**config.mk**
```make
export PLATFORM = sky130hd
export DESIGN_NAME = bus_arbiter
export DESIGN_NICKNAME = d
export VERILOG_FILES = /design/src/rtl/bus_arbiter_pkg.sv /design/src/rtl/bus_rr_pick.sv /design/src/rtl/bus_arbiter.sv
export SDC_FILE = /design/constraint.sdc
export NUM_CORES = 1
export LEC_CHECK = 0
export CAP_MARGIN = 20
export CORE_AREA = 2 2 134 136
export CTS_BUF_LIST = sky130_fd_sc_hd__clkbuf_8
export DETAILED_ROUTE_END_ITERATION = 16
export DIE_AREA = 0 0 136 138
export GPL_TIMING_DRIVEN = 0
export PLACE_DENSITY = 0.58
export SLEW_MARGIN = 20
export SYNTH_ARGS = -nofsm -noshare
export SYNTH_HDL_FRONTEND = slang
export SYNTH_SLANG_ARGS = --single-unit
```
**constraint.sdc**
```tcl
create_clock -name clk -period 2.8 [get_ports clk]
set_input_delay 0.42 -clock clk [delete_from_list [all_inputs] [get_ports clk]]
set_output_delay 0.42 -clock clk [all_outputs]
set_load 0.02 [all_outputs]
```
**src/rtl/bus_arbiter_pkg.sv**
```systemverilog
// Shared bus constants, arbiter state record and small helpers used by the
// bus arbiter and its round-robin picker.
package bus_arbiter_pkg;

  localparam int BUS_MASTER_CH      = 4;
  localparam int BUS_MASTER_INDEX_W = 2;
  localparam int BUS_ADDR_W         = 32;
  localparam int BUS_DATA_W         = 32;

  localparam logic ENABLE  = 1'b1;
  localparam logic DISABLE = 1'b0;
  localparam logic READ    = 1'b1;
  localparam logic WRITE   = 1'b0;

  typedef logic [BUS_MASTER_INDEX_W-1:0] midx_t;
  typedef logic [BUS_MASTER_CH-1:0]      mmask_t;

  typedef enum logic {
    ARB_IDLE = 1'b0,
    ARB_BUSY = 1'b1
  } arb_state_e;

  typedef struct packed {
    arb_state_e state;
    midx_t      owner;
    midx_t      last;
  } arb_ctx_t;

  function automatic mmask_t idx2onehot(input midx_t i);
    mmask_t oh;
    oh    = '0;
    oh[i] = 1'b1;
    return oh;
  endfunction

endpackage

```
**src/rtl/bus_rr_pick.sv**
```systemverilog
// Combinational round-robin search: first set bit of req at start, start+1, ...
// wrapping modulo the master count.
module bus_rr_pick
  import bus_arbiter_pkg::*;
(
  input  mmask_t req,
  input  midx_t  start,
  output logic   found,
  output midx_t  win
);

  // Walk offsets from the far end so the closest requester to start wins last.
  always_comb begin : search
    midx_t idx;
    idx   = '0;
    found = 1'b0;
    win   = start;
    for (int i = BUS_MASTER_CH-1; i >= 0; i--) begin
      idx = start + midx_t'(i);
      if (req[idx]) begin
        found = 1'b1;
        win   = idx;
      end
    end
  end

endmodule

```
**src/rtl/bus_arbiter.sv**
```systemverilog
// Round-robin arbiter for four bus masters with hold-time preemption at
// transaction boundaries, plus the master-to-shared-bus multiplexer.
module bus_arbiter
  import bus_arbiter_pkg::*;
#(
  parameter int MAX_HOLD = 16
) (
  input  logic                                 clk,
  input  logic                                 rst_n,
  input  logic [BUS_MASTER_CH-1:0]             m_req,
  input  logic [BUS_MASTER_CH*BUS_ADDR_W-1:0]  m_addr,
  input  logic [BUS_MASTER_CH-1:0]             m_as,
  input  logic [BUS_MASTER_CH-1:0]             m_rw,
  input  logic [BUS_MASTER_CH*BUS_DATA_W-1:0]  m_wr_data,
  output logic [BUS_MASTER_CH-1:0]             m_grnt,
  output logic [BUS_ADDR_W-1:0]                s_addr,
  output logic                                 s_as,
  output logic                                 s_rw,
  output logic [BUS_DATA_W-1:0]                s_wr_data
);

  localparam int HOLD_W = ($clog2(MAX_HOLD + 1) > 5) ? $clog2(MAX_HOLD + 1) : 5;

  arb_ctx_t            cur, nxt;
  logic [HOLD_W-1:0]   hold_cnt, hold_nxt;
  mmask_t              grnt_nxt;
  mmask_t              own_oh, others, pick_req;
  midx_t               pick_start, pick_win;
  logic                pick_found, own_req, own_as, hold_sat, at_limit;

  assign own_oh   = idx2onehot(cur.owner);
  assign others   = m_req & ~own_oh;
  assign own_req  = |(m_req & own_oh);
  assign own_as   = |(m_as & own_oh);
  assign hold_sat = (hold_cnt == HOLD_W'(MAX_HOLD));
  assign at_limit = (MAX_HOLD != 0) && hold_sat;

  // While busy the owner is masked out, so a release or a preemption both
  // search the other masters starting just past the owner.
  assign pick_req   = (cur.state == ARB_BUSY) ? others : m_req;
  assign pick_start = ((cur.state == ARB_BUSY) ? cur.owner : cur.last) + midx_t'(1);

  bus_rr_pick u_pick (
    .req   (pick_req),
    .start (pick_start),
    .found (pick_found),
    .win   (pick_win)
  );

  always_ff @(posedge clk or negedge rst_n) begin
    if (!rst_n) begin
      cur      <= '{state: ARB_IDLE, owner: '0, last: midx_t'(BUS_MASTER_CH-1)};
      hold_cnt <= '0;
      m_grnt   <= '0;
    end else begin
      cur      <= nxt;
      hold_cnt <= hold_nxt;
      m_grnt   <= grnt_nxt;
    end
  end

  always_comb begin
    nxt      = cur;
    hold_nxt = hold_cnt;
    case (cur.state)
      ARB_IDLE: begin
        hold_nxt = '0;
        if (pick_found) begin
          nxt.state = ARB_BUSY;
          nxt.owner = pick_win;
          nxt.last  = pick_win;
        end
      end
      ARB_BUSY: begin
        // Preemption only at a cycle with no transaction, and only if someone
        // is still there to take the bus.
        if (!own_req || (at_limit && !own_as && pick_found)) begin
          hold_nxt = '0;
          if (pick_found) begin
            nxt.owner = pick_win;
            nxt.last  = pick_win;
          end else begin
            nxt.state = ARB_IDLE;
          end
        end else if (|others) begin
          hold_nxt = hold_sat ? hold_cnt : hold_cnt + HOLD_W'(1);
        end else begin
          hold_nxt = '0;
        end
      end
      default: nxt = cur;
    endcase
    grnt_nxt = (nxt.state == ARB_BUSY) ? idx2onehot(nxt.owner) : '0;
  end

  always_comb begin
    s_addr    = '0;
    s_as      = DISABLE;
    s_rw      = READ;
    s_wr_data = '0;
    if (cur.state == ARB_BUSY) begin
      s_addr    = m_addr[int'(cur.owner)*BUS_ADDR_W +: BUS_ADDR_W];
      s_as      = m_as[cur.owner];
      s_rw      = m_rw[cur.owner];
      s_wr_data = m_wr_data[int'(cur.owner)*BUS_DATA_W +: BUS_DATA_W];
    end
  end

endmodule

```
# --- Word level (Yosys, flattened, before mapping) ---
# Cells that the tools add are included.
word_totals:
  regBits: 14
  in_bits: 270
  output_inout_bits: 70
  wordCells: 81
op_classes:
  add_sub_neg: 5
  magnitude_cmp: 8
  muxes: 40
  reduce_logical: 11
  eq_ne: 5
  bitwise: 5
  shifts: 2
op_table:
  columns: ["op", "n"]
  rows:
  - ["128-bit by 8-bit variable part select with 32-bit output", 2]
  - ["32-bit 2-to-1 mux", 2]
  - ["5-bit 2-to-1 mux", 5]
  - ["5-bit case mux with 2 select lines", 2]
  - ["2-bit by 3-bit < comparator with 1-bit output (second input constant)", 6]
  - ["1-bit 2-to-1 mux", 15]
  - ["4-bit bitwise AND", 3]
  - ["1-bit binary-select mux with 2-bit select", 6]
  - ["4-bit 2-to-1 mux", 3]
  - ["4-bit OR reduction", 3]
  - ["2-bit 2-to-1 mux", 5]
  - ["5-bit by 1-bit adder with 5-bit output (second input constant)", 1]
  - ["5-bit == test (second input constant)", 1]
  - ["2-bit by 1-bit adder with 2-bit output (second input constant)", 2]
  - ["2-bit adder (second input constant)", 2]
  - ["1-bit demux with 2-bit select", 2]
  - ["2-bit by 1-bit >= comparator with 1-bit output (second input constant)", 2]
  - ["1-bit logical AND", 4]
  - ["2-bit by 1-bit inequality test with 1-bit output (second input constant)", 2]
  - ["4-bit inequality test (second input constant)", 1]
  - ["4-bit inverter", 1]
  - ["3-bit AND reduction", 1]
  - ["1-bit zero test", 2]
  - ["2-bit inequality test (second input constant)", 1]
  - ["2 further kinds", 2]

# --- Depth between registers and ports, before layout ---
logic_depth:
  ltp_word: 22
  depth_mapped: 9
  depth_no_buf: 8

# --- Hierarchy ---
# From an unflattened synthesis, not the netlist that was laid out.
hier_totals:
  cells_unflattened: 243
  hier_area_um2: 2910.3
by_module_without_submodules:
  columns: ["mod", "cells_per_inst", "seq_area_each_um2", "n_inst", "area_each_um2"]
  rows:
  - ["bus_arbiter", 227, 352.8, 1, 2810.2]
  - ["bus_rr_pick", 16, 0.0, 1, 100.1]

# --- Worst setup path before layout ---
# Ideal clock, no wire load.
synth_timing:
  kind: "reg2out"
  from: "reg cur[2] (netlist name)"
  to: "out s_addr[15]"
  stages_incl_launch_ff: 7
  path_buffers: 4
  path_slack_ps: 606
  t_arrival_ps: 1774
  required_ps: 2380
  path_cell_list: "dfrtp_1 -> buf_6 -> buf_4 -> buf_4 -> buf_4 -> mux4_2 -> and2_1"
synth_via:
  elab_chain_len: 2
synth_rtl:
  columns: ["item", "line", "rtl"]
  rows:
  - ["start, declared", "bus_arbiter.sv:24", "arb_ctx_t cur, nxt;"]
  - ["start signal, assigned", "bus_arbiter.sv:52", "cur <= '{state: ARB_IDLE, owner: '0, last: midx_t'(BUS_MASTER_CH-1)};"]
  - ["start signal, assigned", "bus_arbiter.sv:56", "cur <= nxt;"]
  - ["128-bit by 8-bit variable part select with 32-bit output", "bus_arbiter.sv:102", "s_addr = m_addr[int'(cur.owner)*BUS_ADDR_W +: BUS_ADDR_W];"]
  - ["32-bit 2-to-1 mux", "bus_arbiter.sv:101", "if (cur.state == ARB_BUSY) begin"]
  - ["end, declared", "bus_arbiter.sv:16", "output logic [BUS_ADDR_W-1:0] s_addr,"]
# No other way between the ends.

# --- Final worst setup path ---
layout_timing:
  from: "reg cur[2] (netlist name)"
  to: "out s_addr[7]"
# Same word-level chain as after synthesis.

==> out/metrics.csv <==
metric;value;unit
synth_edf_count;0;
synth_common_cells;mux4_2, and2_1, clkbuf_1;
outcome;finished clean;
htree_levels;1;
grtUsageTotal;18.54;%
hold_end;cur[1];
fp.dieW;136;µm
vias_per_cell;4.599;
p_leak;2.531;nW
synth_area_leader_cell;mux4_2;
place_inst;835;
hpwlAfterDp;15780;µm
synth_cell_types;47;
holdBufCountCts;0;
drive_above_1_share;16.78;%
skew;2.721;ps
die_y;138;µm
cp.required;2380;ps
cts.sinks;14;
yosysWarnings;0;
multiInputGateArea;0.002555;mm²
final_cells;842;
yosys-top-cells-area;mux4_2, and2_1, dfrtp_1;
fin_setup_tns;0;ps
syn2layout_area_growth;123.5;%
worst_setup_path_start_kind;flop;
hold_viol;0;
reg2reg_slack;730;ps
slew_headroom;58.45;%
maxSlewViolCount;0;
path_class;reg -> out;
fmax;371.4;MHz
cp-end-kind;output port;
core-area;0.01753;mm²
ios;340;
synth_area;0.003072;mm²
grt_first_pass_wirelength;26310;µm
power.density;877.2;mW/mm²
antenna_found_initial;11;
p_sw;2.732;mW
r2r_end;m_grnt[1];
hold_path_class;reg -> reg;
synth_seq_cells;14;
post-route-period-util;96.15;%
numCtsBuffers;3;
tightest_slew;621.4;ps
maxCapViolations;0;
reg2reg_depth;6;
rows;49;
swShare;45.37;%
rsz0062_at_grt;no;
min_from;cur[1];
worst_slack;107.8;ps
seqCellArea;352.8;µm²
fin_nets;881;
wl_per_cell;21.76;µm
synth_flop_cell;dfrtp_1;
drtPass1Iterations;4;
avgSynthCellArea;11.50;µm²
peakVddDrop;0.0004333;V
final-setup-viol-count;0;
cts_buffer_depth;2;
cp_max_fo;16;
initialDrtViolationCount;121;
tritoncts;done;
combPwrFrac;90.8;%
ant_nets;0;
syn_inst;267;
clock_latency;240;ps
drcViolationCount;0;
ys_seq_area_share;11.49;%
overflow;0;
placement.cell_area;0.006751;mm²
clk_pin_slew;60;ps
cts-root-buf;clkbuf_8;
arrival;2270;ps
grt_pass1_vias;4086;
reg2reg_from;cur[4];
finalInstanceArea;0.006864;mm²
place.port_buffers;339;
grt_start_max_net_pins;20;
vias;3872;
synth_top_area_share;49.12;%
intPower;3.289;mW
dp_worst_setup_slack;-383.2;ps
power_frac_seq;6.0;%
yosysMostFrequentCell;mux4_2;
wl;18330;µm
initial_core_util;17.52;%
place_congestion;0.8779;
holdPathStages;2;
die-area;0.01877;mm²
async_reset_ff_share;100.0;%
fillerInstances;1713;
clkPwrFrac;3.2;%
syn_nets;539;
fin_crit;2692;ps
power by group through the flow:
stage,clock (mW),sequential [mW],combinational [mW]
after floorplan,0,0.370,3.27
after global placement,0,0.360,5.50
after detailed placement,0,0.364,5.52
after CTS,0.201,0.360,5.53
after global routing,0.211,0.372,5.83
final,0.191,0.362,5.47
timing repair:
action                                  4_1_cts  5_1_grt
endpoints found under the setup margin       65       44
buffers inserted                              0        0
gates resized for setup                      41        6
stage by stage:
stage	total power [mW]	util [%]	hold slack, ps
final	6.021	39.15	496.8
after global placement	5.856	38.50	471.4
after global routing	6.411	39.10	505.3
after CTS	6.088	38.99	498.6
after detailed placement	5.884	38.50	489.1
after floorplan	3.637	-	124.4
state kept, by name (all words and copies together), names as in the netlist:
signal    cells
cur           5
hold_cnt      5
m_grnt        4
how the worst max path moves through the flow:
| stage | from | depth (start not counted) | to | slack, ps |
|---|---|---|---|---|
| after floorplan | cur[2] | 6 | s_addr[15] | 610 |
| after global placement | cur[3] | 5 | s_addr[1] | -380 |
| after detailed placement | cur[3] | 5 | s_addr[2] | -380 |
| after CTS | cur[3] | 5 | s_addr[7] | 5 |
| after global routing | cur[2] | 5 | s_addr[27] | 4 |
| final | cur[2] | 5 | s_addr[7] | 110 |
layer usage:
| layer | wire, µm | GRT usage (%) | share of wire, % | vias to the layer above |
|---|---|---|---|---|
| li1 | - | - | - | 1746 |
| met1 | 6836 | 21.39 | 37 | 1894 |
| met2 | 9312 | 32.85 | 51 | 188 |
| met3 | 1688 | 6.234 | 9.2 | 32 |
| met4 | 408 | 4.276 | 2.2 | 12 |
| met5 | 80 | 0 | 0.44 | - |
critical path, stage by stage (launching register included):
cell	delay, ps
dfrtp_1	350
buf_8	200
buf_6	200
mux4_2	530
and2_1	170
clkdlybuf4s50_1	570
area by class of cell:
cell class	instances	share of cell area (%)
Timing Repair Buffer	339	49.22
Buffer	25	2.825
Antenna cell	5	0.1823
Multi-Input combinational cell	218	37.22
Sequential cell	14	5.140
Inverter	8	0.4375
Tap cell	229	4.174
Clock buffer	4	0.8020
cell usage in the layout (no fill, tap or decap), drive strengths merged, types with 2 or more instances in the layout:
| cell | n |
|---|---|
| clkdlybuf4s50 | 321 |
| mux4 | 67 |
| and2 | 66 |
| dlygate4sd2 | 16 |
| clkbuf | 16 |
| buf | 13 |
| nand2 | 12 |
| dfrtp | 12 |
| nor2 | 9 |
| mux2i | 9 |
| inv | 8 |
| a21oi | 7 |
| diode | 5 |
| o22ai | 5 |
| nand2b | 4 |
| a31oi | 3 |
| nand3 | 3 |
| o32ai | 3 |
| o21ai | 3 |
| a21boi | 2 |
| nand3b | 2 |
| xnor2 | 2 |
| xor2 | 2 |
| nor4 | 2 |
| ha | 2 |
| dfstp | 2 |
| dlymetal6s2s | 2 |
| o22a | 2 |
| nor2b | 2 |
kinds of logic (layout without fill, tap and decap cells):
group,after synthesis,after routing,synth area share [%]
adder cells (fa/ha/maj),2,2,0.8145
other,0,5,0
AO/OA/AOI/OAI,32,32,8.554
AND/OR/NAND/NOR,103,103,19.71
multiplexers,77,77,52.95
flip-flops,14,14,11.49
buffers and inverters,35,376,5.336
XOR/XNOR,4,4,1.141
Power figures use the tool's default switching activity.
